--- src/rtl/dl_pingpong_buf_ctrl_if.sv ---
// ---------------------------------------------------------------------------
// dl_pingpong_buf_ctrl_if
// Framed word stream (valid/ready/data/last) used for both the decoder-side
// input and the consumer-side output of the downlink ping-pong controller.
//   valid  word valid (driven by master)
//   ready  word accepted (driven by slave)
//   data   DW-bit word (driven by master)
//   last   final word of a frame (driven by master)
// ---------------------------------------------------------------------------
interface dl_pingpong_buf_ctrl_if #(
    parameter int DW = 10
);
    logic          valid;
    logic          ready;
    logic [DW-1:0] data;
    logic          last;

    modport master (output valid, output data, output last, input ready);
    modport slave  (input valid, input data, input last, output ready);
endinterface

--- src/rtl/dl_pingpong_buf_ctrl.sv ---
// ---------------------------------------------------------------------------
// dl_pingpong_buf_ctrl
// Ping-pong frame controller for the 128x10 downlink dual-port RAM. Incoming
// frames are written alternately into bank0 (0..63) and bank1 (64..127); each
// committed frame is replayed in arrival order through a 2-entry output FIFO.
// Frames longer than BANK_D words are truncated and flagged with ovf_err_o.
//
// State table
//   W_FILL | writing words of the current frame into bank wbank
//   W_DROP | frame overflowed; discarding words up to and including s_last
//   R_IDLE | waiting for bank rbank to hold a committed frame
//   R_RUN  | issuing RAM reads for bank rbank, then releasing it
//
// Ports
//   clk          system clock (also the RAM read and write clock)
//   rst_n        asynchronous active-low reset
//   s_if         input stream (slave)
//   m_if         output stream (master)
//   ram_waddr_o  RAM write address      ram_wdata_o  RAM write data
//   ram_wen_o    RAM write enable       ram_raddr_o  RAM read address
//   ram_rden_o   RAM read enable        ram_rdata_i  RAM read data (1-cycle)
//   bank_full_o  per-bank committed-frame flags
//   ovf_err_o    1-cycle pulse on truncation of an oversized frame
// ---------------------------------------------------------------------------
module dl_pingpong_buf_ctrl #(
    parameter int DW     = 10,
    parameter int AW     = 7,
    parameter int BANK_D = 64
) (
    input  logic                   clk,
    input  logic                   rst_n,
    dl_pingpong_buf_ctrl_if.slave  s_if,
    dl_pingpong_buf_ctrl_if.master m_if,
    output logic [AW-1:0]          ram_waddr_o,
    output logic [DW-1:0]          ram_wdata_o,
    output logic                   ram_wen_o,
    output logic [AW-1:0]          ram_raddr_o,
    output logic                   ram_rden_o,
    input  logic [DW-1:0]          ram_rdata_i,
    output logic [1:0]             bank_full_o,
    output logic                   ovf_err_o
);
    localparam int CW = AW - 1;   // word offset within a bank
    localparam int LW = AW;       // frame length / read count, 0..BANK_D

    typedef enum logic {W_FILL = 1'b0, W_DROP = 1'b1} wstate_e;
    typedef enum logic {R_IDLE = 1'b0, R_RUN = 1'b1} rstate_e;

    // ---------------- write side ----------------
    wstate_e          wstate_q, wstate_d;
    logic             wbank_q;
    logic [CW-1:0]    wcnt_q;
    logic [LW-1:0]    len_q [2];
    logic             commit_q;
    logic             commit_bank_q;
    logic             ovf_q;
    logic             wen_q;
    logic [AW-1:0]    waddr_q;
    logic [DW-1:0]    wdata_q;
    logic             s_ready_c;

    logic             s_accept;
    logic             fill_acc;
    logic             wlast_word;
    logic             commit_now;
    logic             ovf_now;

    // ---------------- read side ----------------
    rstate_e          rstate_q, rstate_d;
    logic             rbank_q;
    logic [LW-1:0]    rcnt_q;
    logic [1:0]       bank_full_q, bank_full_d;
    logic             inflight_q;
    logic             inflight_last_q;
    logic [LW-1:0]    rlen;
    logic             rd_done;
    logic             rd_credit;
    logic             rd_issue;
    logic [2:0]       occ;

    // ---------------- output FIFO ----------------
    logic [DW-1:0]    ob_data_q [2];
    logic             ob_last_q [2];
    logic             ob_wptr_q;
    logic             ob_rptr_q;
    logic [1:0]       ob_cnt_q;
    logic             pop;

    assign s_accept   = s_if.valid & s_ready_c;
    assign fill_acc   = s_accept & (wstate_q == W_FILL);
    assign wlast_word = (wcnt_q == CW'(BANK_D - 1));
    assign commit_now = fill_acc & (s_if.last | wlast_word);
    assign ovf_now    = fill_acc & wlast_word & ~s_if.last;

    always_ff @(posedge clk or negedge rst_n) begin
        if (!rst_n) begin
            wstate_q <= W_FILL;
        end else begin
            wstate_q <= wstate_d;
        end
    end

    always_comb begin
        wstate_d = wstate_q;
        case (wstate_q)
            W_FILL:  if (ovf_now) wstate_d = W_DROP;
            W_DROP:  if (s_accept && s_if.last) wstate_d = W_FILL;
            default: wstate_d = W_FILL;
        endcase
    end

    // Held low during reset so the decoder never sees a handshake then.
    always_comb begin
        s_ready_c = 1'b0;
        if (rst_n) begin
            case (wstate_q)
                W_FILL:  s_ready_c = ~bank_full_q[wbank_q];
                W_DROP:  s_ready_c = 1'b1;
                default: s_ready_c = 1'b0;
            endcase
        end
    end

    assign s_if.ready = s_ready_c;

    // The RAM write lands one edge after accept; the bank is flagged full on
    // that same edge, so a read can never overtake its own write.
    always_ff @(posedge clk or negedge rst_n) begin
        if (!rst_n) begin
            wbank_q       <= 1'b0;
            wcnt_q        <= '0;
            len_q         <= '{default: '0};
            commit_q      <= 1'b0;
            commit_bank_q <= 1'b0;
            ovf_q         <= 1'b0;
            wen_q         <= 1'b0;
            waddr_q       <= '0;
            wdata_q       <= '0;
        end else begin
            wen_q    <= fill_acc;
            commit_q <= commit_now;
            ovf_q    <= ovf_now;
            if (fill_acc) begin
                waddr_q <= {wbank_q, wcnt_q};
                wdata_q <= s_if.data;
            end
            if (commit_now) begin
                len_q[wbank_q] <= {1'b0, wcnt_q} + LW'(1);
                commit_bank_q  <= wbank_q;
                wbank_q        <= ~wbank_q;
                wcnt_q         <= '0;
            end else if (fill_acc) begin
                wcnt_q <= wcnt_q + CW'(1);
            end
        end
    end

    assign ram_wen_o   = wen_q;
    assign ram_waddr_o = waddr_q;
    assign ram_wdata_o = wdata_q;
    assign ovf_err_o   = ovf_q;

    // Read side. The same-cycle pop is counted in the credit so a word can be
    // issued every cycle while the consumer keeps draining.
    assign pop       = m_if.valid & m_if.ready;
    assign rlen      = len_q[rbank_q];
    assign rd_done   = (rstate_q == R_RUN) && (rcnt_q == rlen);
    assign occ       = 3'(ob_cnt_q) + 3'(inflight_q) - 3'(pop);
    assign rd_credit = (occ < 3'd2);

    always_comb begin
        bank_full_d = bank_full_q;
        if (rd_done) bank_full_d[rbank_q] = 1'b0;
        if (commit_q) bank_full_d[commit_bank_q] = 1'b1;
    end

    always_ff @(posedge clk or negedge rst_n) begin
        if (!rst_n) begin
            rstate_q <= R_IDLE;
        end else begin
            rstate_q <= rstate_d;
        end
    end

    // Looking at the next-cycle flag lets the first read issue in the cycle
    // right after the RAM write.
    always_comb begin
        rstate_d = rstate_q;
        case (rstate_q)
            R_IDLE:  if (bank_full_d[rbank_q]) rstate_d = R_RUN;
            R_RUN:   if (rd_done) rstate_d = R_IDLE;
            default: rstate_d = R_IDLE;
        endcase
    end

    always_comb begin
        rd_issue    = 1'b0;
        ram_raddr_o = '0;
        if ((rstate_q == R_RUN) && !rd_done && rd_credit) begin
            rd_issue    = 1'b1;
            ram_raddr_o = {rbank_q, rcnt_q[CW-1:0]};
        end
    end

    assign ram_rden_o = rd_issue;

    always_ff @(posedge clk or negedge rst_n) begin
        if (!rst_n) begin
            rbank_q         <= 1'b0;
            rcnt_q          <= '0;
            bank_full_q     <= 2'b00;
            inflight_q      <= 1'b0;
            inflight_last_q <= 1'b0;
        end else begin
            bank_full_q     <= bank_full_d;
            inflight_q      <= rd_issue;
            inflight_last_q <= rd_issue && (rcnt_q == rlen - LW'(1));
            if (rstate_q == R_IDLE) begin
                rcnt_q <= '0;
            end else if (rd_issue) begin
                rcnt_q <= rcnt_q + LW'(1);
            end
            if (rd_done) rbank_q <= ~rbank_q;
        end
    end

    assign bank_full_o = bank_full_q;

    always_ff @(posedge clk or negedge rst_n) begin
        if (!rst_n) begin
            ob_data_q <= '{default: '0};
            ob_last_q <= '{default: 1'b0};
            ob_wptr_q <= 1'b0;
            ob_rptr_q <= 1'b0;
            ob_cnt_q  <= 2'd0;
        end else begin
            if (inflight_q) begin
                ob_data_q[ob_wptr_q] <= ram_rdata_i;
                ob_last_q[ob_wptr_q] <= inflight_last_q;
                ob_wptr_q            <= ~ob_wptr_q;
            end
            if (pop) ob_rptr_q <= ~ob_rptr_q;
            ob_cnt_q <= ob_cnt_q + 2'(inflight_q) - 2'(pop);
        end
    end

    assign m_if.valid = (ob_cnt_q != 2'd0);
    assign m_if.data  = ob_data_q[ob_rptr_q];
    assign m_if.last  = ob_last_q[ob_rptr_q];

endmodule
--- src/flat_wrapper.sv ---
// flat-port wrapper written by rule: the top's interface ports become plain ports
module dl_pingpong_buf_ctrl_flat 
#(
    parameter int DW     = 10,
    parameter int AW     = 7,
    parameter int BANK_D = 64
)
  (clk, rst_n, ram_waddr_o, ram_wdata_o, ram_wen_o, ram_raddr_o, ram_rden_o, ram_rdata_i, bank_full_o, ovf_err_o, s_if_valid, s_if_data, s_if_last, s_if_ready, m_if_valid, m_if_data, m_if_last, m_if_ready);
  dl_pingpong_buf_ctrl_if #(.DW(DW)) s_if_i ();
  dl_pingpong_buf_ctrl_if #(.DW(DW)) m_if_i ();
  input  logic clk;
  input  logic rst_n;
  output logic [AW-1:0] ram_waddr_o;
  output logic [DW-1:0] ram_wdata_o;
  output logic ram_wen_o;
  output logic [AW-1:0] ram_raddr_o;
  output logic ram_rden_o;
  input  logic [DW-1:0] ram_rdata_i;
  output logic [1:0] bank_full_o;
  output logic ovf_err_o;
  input wire logic [$bits(s_if_i.valid)-1:0] s_if_valid;
  input wire logic [$bits(s_if_i.data)-1:0] s_if_data;
  input wire logic [$bits(s_if_i.last)-1:0] s_if_last;
  output wire logic [$bits(s_if_i.ready)-1:0] s_if_ready;
  output wire logic [$bits(m_if_i.valid)-1:0] m_if_valid;
  output wire logic [$bits(m_if_i.data)-1:0] m_if_data;
  output wire logic [$bits(m_if_i.last)-1:0] m_if_last;
  input wire logic [$bits(m_if_i.ready)-1:0] m_if_ready;
  assign s_if_i.valid = s_if_valid;
  assign s_if_i.data = s_if_data;
  assign s_if_i.last = s_if_last;
  assign s_if_ready = s_if_i.ready;
  assign m_if_valid = m_if_i.valid;
  assign m_if_data = m_if_i.data;
  assign m_if_last = m_if_i.last;
  assign m_if_i.ready = m_if_ready;
  dl_pingpong_buf_ctrl #(.DW(DW), .AW(AW), .BANK_D(BANK_D)) u_core (.clk(clk), .rst_n(rst_n), .s_if(s_if_i), .m_if(m_if_i), .ram_waddr_o(ram_waddr_o), .ram_wdata_o(ram_wdata_o), .ram_wen_o(ram_wen_o), .ram_raddr_o(ram_raddr_o), .ram_rden_o(ram_rden_o), .ram_rdata_i(ram_rdata_i), .bank_full_o(bank_full_o), .ovf_err_o(ovf_err_o));
endmodule
--- config.mk ---
export PLATFORM = sky130hd
export DESIGN_NAME = dl_pingpong_buf_ctrl_flat
export DESIGN_NICKNAME = d
export VERILOG_FILES = /design/src/rtl/dl_pingpong_buf_ctrl_if.sv /design/src/rtl/dl_pingpong_buf_ctrl.sv /design/src/flat_wrapper.sv
export SDC_FILE = /design/constraint.sdc
export NUM_CORES = 1
export LEC_CHECK = 0
export CORE_MARGIN = 5
export CORE_UTILIZATION = 32
export DETAILED_ROUTE_END_ITERATION = 12
export SLEW_MARGIN = 40
export SYNTH_ARGS = -nofsm -noshare
export SYNTH_HDL_FRONTEND = slang
export SYNTH_SLANG_ARGS = --single-unit
export TNS_END_PERCENT = 5
--- constraint.sdc ---
create_clock -name clk -period 8.42 [get_ports clk]
set_input_delay 1.684 -clock clk [delete_from_list [all_inputs] [get_ports clk]]
set_output_delay 1.684 -clock clk [all_outputs]
set_load 0.03 [all_outputs]
Word-level counts from Yosys, hierarchy flattened:

Cells that the tools add are included.

* word-level logic and storage cells: 124
* output and inout port bits: 42
* register bits: 82
* bits of input ports: 25

* order comparisons: 12
* reduce and logical (&&, ||, !) cells: 12
* eq/ne operators: 4
* add/sub/neg operators: 8
* muxes and demuxes: 42
* bitwise operators: 22

Operator list (count)
* 7-bit two-way mux: 7
* 10-bit two-way mux: 4
* 20-bit bitwise mux: 1
* 1-bit two-way mux: 16
* 14-bit bitwise mux: 1
* 7-bit == test: 2
* 6-bit two-way mux: 2
* 10-bit demux with 1-bit select: 1
* 1-bit logical AND: 9
* 2-bit greater-or-equal comparator (second input constant): 4
* 1-bit inverter: 8
* 1-bit inverter with 2-bit output: 4
* 6-bit by 1-bit adder with 7-bit output (second input constant): 1
* 7-bit by 1-bit adder with 7-bit output (second input constant): 1
* 7-bit demux with 1-bit select: 1
* 7-bit by 1-bit subtractor with 7-bit output (second input constant): 1
* 6-bit by 1-bit adder with 6-bit output (second input constant): 1
* 1-bit AND: 6
* 6-bit == test (second input constant): 1
* 1-bit by 2-bit less-than comparator with 1-bit output (second input constant): 3
* 1-bit one-hot mux with 2 select lines: 3
* 2-bit by 1-bit less-than comparator with 1-bit output (second input constant): 2
* 2-bit two-way mux: 2
* 2-bit nonzero test: 2
* other kinds (14): 17

Logic depth before layout (Yosys ltp):

* depth after elaboration: 13
* gate-level depth with buffers: 11
* gate-level depth less buffers: 11

Worst setup path before layout:

OpenSTA, ideal clock, no wires.

* path type: input-to-output
* start point: input m_if_ready
* end point: output ram_raddr_o[0]
* arrival time: 3.779 ns
* cell stages on the path: 10
* path buffers: 1
* setup slack: 2.957 ns
* data required time: 6.736 ns
* path through: and2_1 ha_1 inv_1 ha_1 fa_1 xor2_1 nand2_1 a211oi_2 buf_6 and2_1

* word-level cells in the longest chain between the ends: 5

Ends and longest elaborated chain
* start, declared: line flat_wrapper.sv:28 `input wire logic [$bits(m_if_i.ready)-1:0] m_if_ready;`
* 1-bit AND: line dl_pingpong_buf_ctrl.sv:165 `assign pop = m_if.valid & m_if.ready;`
* 3-bit by 1-bit subtractor with 3-bit output: line dl_pingpong_buf_ctrl.sv:168 `assign occ = 3'(ob_cnt_q) + 3'(inflight_q) - 3'(pop);`
* 3-bit by 2-bit less-than comparator with 1-bit output: line dl_pingpong_buf_ctrl.sv:169 `assign rd_credit = (occ < 3'd2);`
* 1-bit logical AND: line dl_pingpong_buf_ctrl.sv:199 `if ((rstate_q == R_RUN) && !rd_done && rd_credit) begin`
* 7-bit two-way mux: line dl_pingpong_buf_ctrl.sv:199
* end, declared: line flat_wrapper.sv:16 `output logic [AW-1:0] ram_raddr_o;`

No other way between the ends.

Worst setup path in the final report:

* start point: input m_if_ready
* end point: output ram_raddr_o[4]

* word-level cells in the longest chain between the ends: 5

Ends and longest elaborated chain
* 1-bit AND: line dl_pingpong_buf_ctrl.sv:165
* named net u_core.pop: line dl_pingpong_buf_ctrl.sv:87 `logic pop;`
* 3-bit by 1-bit subtractor with 3-bit output: line dl_pingpong_buf_ctrl.sv:168
* 3-bit by 2-bit less-than comparator with 1-bit output: line dl_pingpong_buf_ctrl.sv:169
* 1-bit logical AND: line dl_pingpong_buf_ctrl.sv:199
* 7-bit two-way mux: line dl_pingpong_buf_ctrl.sv:199

The timed path passes the listed nets, and every way through them passes these cells.

==> flow_results.xml <==
<?xml version="1.0" encoding="UTF-8"?>
<metrics>
  <group name="cells_and_area">
    <metric name="layout.core_utilization" unit="%">42.00</metric>
    <metric name="insertedDiodeCount" unit="">0</metric>
    <metric name="final_cell_area" unit="um^2">5002</metric>
    <metric name="flow.area_growth_from_synthesis" unit="%">29.72</metric>
    <metric name="final_layout_size_suffix_gt1_share" unit="%">15.46</metric>
    <metric name="design.final.nets" unit="">453</metric>
  </group>
  <group name="hold_path">
    <metric name="worst_hold_startpoint" unit="">u_core.ram_wdata_o[7]</metric>
    <metric name="hold_path_end" unit="">u_core.ram_wdata_o[7]</metric>
    <metric name="timing.hold.worst.class" unit="">reg2reg</metric>
    <metric name="number_of_cells_on_the_worst_hold_path" unit="">2</metric>
  </group>
  <group name="timing">
    <metric name="tightestPinTransition" unit="ns">0.7205</metric>
    <metric name="timing.clock.skew" unit="ns">0.005257</metric>
    <metric name="setup_tns" unit="ns">0</metric>
    <metric name="layout_worst_path_cycle_share" unit="%">79.93</metric>
    <metric name="timing.final.hold_violations" unit="">0</metric>
    <metric name="max_slew_margin" unit="%">51.97</metric>
    <metric name="rsz_0062_raised_after_global_routing" unit="">no</metric>
    <metric name="drv_slew" unit="">0</metric>
    <metric name="setup_viol" unit="">0</metric>
    <metric name="max_freq" unit="MHz">148.6</metric>
    <metric name="final.min_clock_period" unit="ns">6.730</metric>
  </group>
  <group name="logic_synthesis">
    <metric name="muxShareOfSynthArea" unit="%">14.89</metric>
    <metric name="main_flop_type_after_synthesis" unit="">sky130_fd_sc_hd__dfrtp_1</metric>
    <metric name="synth_top_family_by_area" unit="">simple AND/OR/NAND/NOR gates</metric>
    <metric name="syn-mean-instance-area" unit="um^2">10.83</metric>
    <metric name="synthesized_area_fraction_occupied_by_xor_and_xnor_cells" unit="%">4.997</metric>
    <metric name="synth.yosys.seq_area_share" unit="%">53.21</metric>
    <metric name="post_synth_fa_ha_maj_area_fraction" unit="%">2.141</metric>
    <metric name="synth_async_sr_flop_share" unit="%">100.0</metric>
    <metric name="syn_inst" unit="">356</metric>
    <metric name="synth-warning-count" unit="">0</metric>
    <metric name="ys_ff_latch" unit="">82</metric>
    <metric name="synth_edf_count" unit="">0</metric>
    <metric name="post_synth_and_or_nand_nor_area_fraction" unit="%">15.51</metric>
    <metric name="yosys.cell_types.count" unit="">43</metric>
    <metric name="synth_compound_area_share" unit="%">5.970</metric>
    <metric name="netlist_area" unit="um^2">3856</metric>
    <metric name="synth_nets" unit="">387</metric>
  </group>
  <group name="worst_setup_path">
    <metric name="worst_reg2reg_path_depth" unit="">10</metric>
    <metric name="worst_ep_arrival_time" unit="ns">5.05</metric>
    <metric name="timing.rr.start" unit="">u_core.ob_cnt_q[1]</metric>
    <metric name="critical_path_required" unit="ns">6.74</metric>
    <metric name="type_of_element_capturing_the_critical_path" unit="">output pin</metric>
    <metric name="worst_setup_path_start_kind" unit="">input port</metric>
    <metric name="reg2reg_setup_slack" unit="ns">5.11</metric>
    <metric name="r2r-end" unit="">u_core.rcnt_q[6]</metric>
    <metric name="timing_worst_setup_path_type" unit="">in2out</metric>
    <metric name="crit_fanout" unit="">12</metric>
  </group>
  <group name="drt">
    <metric name="avgRoutedWirePerCell" unit="um">14.10</metric>
    <metric name="ant_nets_after_route" unit="">0</metric>
    <metric name="detail_route.first_pass.iterations" unit="">4</metric>
    <metric name="route.detailed.vias_per_inst" unit="">4.707</metric>
    <metric name="totalWireLength" unit="um">8095</metric>
    <metric name="drt_first_iter_violations" unit="">80</metric>
    <metric name="via_count" unit="">2702</metric>
    <metric name="drc" unit="">0</metric>
  </group>
  <group name="outcome">
    <metric name="outcome" unit="">completed</metric>
  </group>
  <group name="floorplan">
    <metric name="core_area" unit="um^2">11910</metric>
    <metric name="floorplan.die.height" unit="um">119.8</metric>
    <metric name="row_count" unit="">40</metric>
    <metric name="floorplan.die_area" unit="um^2">14350</metric>
    <metric name="start_util" unit="%">32.37</metric>
    <metric name="die_width" unit="um">119.8</metric>
    <metric name="num_io_pins" unit="">67</metric>
  </group>
  <group name="grt">
    <metric name="grt_first_pass_wirelength" unit="um">14130</metric>
    <metric name="groute.usage.overall" unit="%">12.02</metric>
    <metric name="grt_start_max_net_pins" unit="">85</metric>
    <metric name="first_global_vias" unit="">2822</metric>
    <metric name="antenna_found_initial" unit="">0</metric>
    <metric name="grt_residual_overflow" unit="">0</metric>
  </group>
  <group name="clock_network">
    <metric name="cts-buffers-inserted" unit="">9</metric>
    <metric name="clk_latency" unit="ns">0.32</metric>
    <metric name="cts_setup_buffers" unit="">0</metric>
    <metric name="cts-resized-gates" unit="">0</metric>
    <metric name="clock_sinks" unit="">82</metric>
    <metric name="cts-hold-fix-buffers" unit="">0</metric>
    <metric name="tritoncts" unit="">yes</metric>
    <metric name="clkSlewWorstSetupHoldPaths" unit="ns">0.06</metric>
    <metric name="clock-root-buffer" unit="">sky130_fd_sc_hd__clkbuf_16</metric>
    <metric name="clock_tree.htree_level_count" unit="">3</metric>
    <metric name="clock_tree.buffer_depth" unit="">2</metric>
  </group>
  <group name="placement">
    <metric name="post_dp_cell_area" unit="um^2">4653</metric>
    <metric name="input_output_buffers" unit="">66</metric>
    <metric name="dpl.hpwl" unit="um">5681</metric>
    <metric name="gp_routability_congestion" unit="">0.7893</metric>
  </group>
  <group name="power_and_ir_drop">
    <metric name="power.density_cell_area" unit="nW/um^2">440.0</metric>
    <metric name="total_leakage_power" unit="nW">2.184</metric>
    <metric name="vdd_drop_max" unit="mV">0.2482</metric>
  </group>
  <group name="job">
    <metric name="maxcap_viol_count" unit="">0</metric>
  </group>
</metrics>
## how the worst max path moves through the flow
stage / start / endpoint / slack (ns) / depth (start not counted)
finish: m_if_ready / ram_raddr_o[4] / 1.69 / 11
global route: m_if_ready / ram_raddr_o[6] / 1.48 / 11
CTS: m_if_ready / ram_raddr_o[4] / 1.50 / 11
detailed placement: m_if_ready / ram_raddr_o[4] / 1.53 / 11
global placement: m_if_ready / ram_raddr_o[0] / 1.60 / 11
floorplan: m_if_ready / ram_raddr_o[0] / 2.96 / 10
## metal layers
layer / wire length, um / vias to the layer above / track usage (%) / share of wire, %
met4: 74 / 0 / 3.221 / 0.91
li1: - / 1327 / - / -
met2: 3618 / 62 / 18.33 / 45
met3: 544 / 8 / 4.571 / 6.7
met1: 3858 / 1305 / 16.06 / 48
met5: 0 / - / 0 / 0
## stage by stage
stage	setup WS, ns	hold slack, ns	power, mW	instances
4_1_cts	1.495	0.4838	2.220	574
5_1_grt	1.480	0.5070	2.354	574
3_3_place_gp	1.603	0.4573	1.746	558
3_5_place_dp	1.533	0.4625	1.772	558
2_1_floorplan	2.957	0.4496	1.432	356
6_report	1.690	0.4780	2.201	574
## state kept, by name, indices dropped and copies added, names as in the netlist, 2 cells and up
register	count
u_core.bank_full_o	2
u_core.len_q	14
u_core.ob_cnt_q	2
u_core.ob_data_q	20
u_core.ob_last_q	2
u_core.ram_waddr_o	7
u_core.ram_wdata_o	10
u_core.rcnt_q	7
u_core.wcnt_q	6
## cells in the mapped netlist (2+ instances only)
cell type / n / share of area [%]
sky130_fd_sc_hd__nand2_1: 78 / 7.6
sky130_fd_sc_hd__xor2_1: 6 / 1.4
sky130_fd_sc_hd__dfrtp_1: 82 / 53
sky130_fd_sc_hd__and2_1: 8 / 1.3
sky130_fd_sc_hd__nor3_1: 3 / 0.39
sky130_fd_sc_hd__mux2i_1: 13 / 3.4
sky130_fd_sc_hd__or2_2: 2 / 0.32
sky130_fd_sc_hd__xnor2_1: 16 / 3.6
sky130_fd_sc_hd__o21ai_0: 16 / 2.1
sky130_fd_sc_hd__buf_1: 3 / 0.29
sky130_fd_sc_hd__a21o_1: 2 / 0.39
sky130_fd_sc_hd__mux2_2: 37 / 11
sky130_fd_sc_hd__a211oi_1: 2 / 0.39
sky130_fd_sc_hd__clkbuf_1: 7 / 0.68
sky130_fd_sc_hd__or3_1: 3 / 0.49
sky130_fd_sc_hd__nor2_1: 11 / 1.1
sky130_fd_sc_hd__nand2b_1: 5 / 0.81
sky130_fd_sc_hd__buf_2: 2 / 0.26
sky130_fd_sc_hd__buf_6: 3 / 0.88
sky130_fd_sc_hd__nand4_1: 3 / 0.49
sky130_fd_sc_hd__mux2i_2: 2 / 0.71
sky130_fd_sc_hd__nor2b_1: 2 / 0.32
sky130_fd_sc_hd__a21oi_1: 9 / 1.2
sky130_fd_sc_hd__and3_1: 2 / 0.32
sky130_fd_sc_hd__nand3_1: 6 / 0.78
sky130_fd_sc_hd__ha_1: 5 / 1.6
sky130_fd_sc_hd__inv_1: 12 / 1.2
## cell families (layout without fill, tap and decap cells)
| kind of cell | count (synthesis) | after routing |
|---|---|---|
| buffers and inverters | 27 | 98 |
| AOI/OAI and AO/OA | 38 | 38 |
| adders and majority gates | 6 | 6 |
| and+or+nand+nor | 129 | 129 |
| muxes | 52 | 52 |
| DFF | 82 | 82 |
| xor gates and xnor gates | 22 | 22 |
## critical path, cell delays in order
cell and delay [ns]:
sky130_fd_sc_hd__clkdlybuf4s50_1 0.39, sky130_fd_sc_hd__and2_1 0.16, sky130_fd_sc_hd__ha_1 0.29, sky130_fd_sc_hd__inv_1 0.04, sky130_fd_sc_hd__ha_1 0.21, sky130_fd_sc_hd__fa_1 0.40, sky130_fd_sc_hd__xor2_1 0.29, sky130_fd_sc_hd__nand2_1 0.16
sky130_fd_sc_hd__a211oi_4 0.53, sky130_fd_sc_hd__and2_1 0.21, sky130_fd_sc_hd__clkdlybuf4s50_1 0.67
## cell type report
type	instances	area, um^2
Clock inverter	4	72.57
Inverter	12	45.04
Sequential cell	82	2052
Multi-Input combinational cell	247	1688
Tap cell	147	183.9
Clock buffer	12	266.5
Timing Repair Buffer	70	694.4
Fill cell	1201	6909
## report_power, final
group / switching, mW / internal [mW]
clock network: 0.151 / 0.283
logic: 0.574 / 0.483
registers: 0.151 / 0.558
## placed cells by master (no fill, tap or decap), types with 2 or more instances in the layout
cell type and count:
sky130_fd_sc_hd__a211oi_1 2, sky130_fd_sc_hd__a21o_1 2, sky130_fd_sc_hd__a21oi_1 9, sky130_fd_sc_hd__and2_1 8, sky130_fd_sc_hd__and3_1 2, sky130_fd_sc_hd__buf_4 4, sky130_fd_sc_hd__bufinv_16 2, sky130_fd_sc_hd__clkbuf_16 9
sky130_fd_sc_hd__clkbuf_8 4, sky130_fd_sc_hd__clkdlybuf4s50_1 65, sky130_fd_sc_hd__dfrtp_1 82, sky130_fd_sc_hd__ha_1 5, sky130_fd_sc_hd__inv_1 12, sky130_fd_sc_hd__mux2_2 37, sky130_fd_sc_hd__mux2i_1 13, sky130_fd_sc_hd__mux2i_2 2
sky130_fd_sc_hd__nand2_1 78, sky130_fd_sc_hd__nand2b_1 5, sky130_fd_sc_hd__nand3_1 6, sky130_fd_sc_hd__nand4_1 3, sky130_fd_sc_hd__nor2_1 10, sky130_fd_sc_hd__nor2b_1 2, sky130_fd_sc_hd__nor3_1 3, sky130_fd_sc_hd__o21ai_0 16
sky130_fd_sc_hd__or2_2 2, sky130_fd_sc_hd__or3_1 3, sky130_fd_sc_hd__xnor2_1 16, sky130_fd_sc_hd__xor2_1 6
Power figures use the tool's default switching activity.
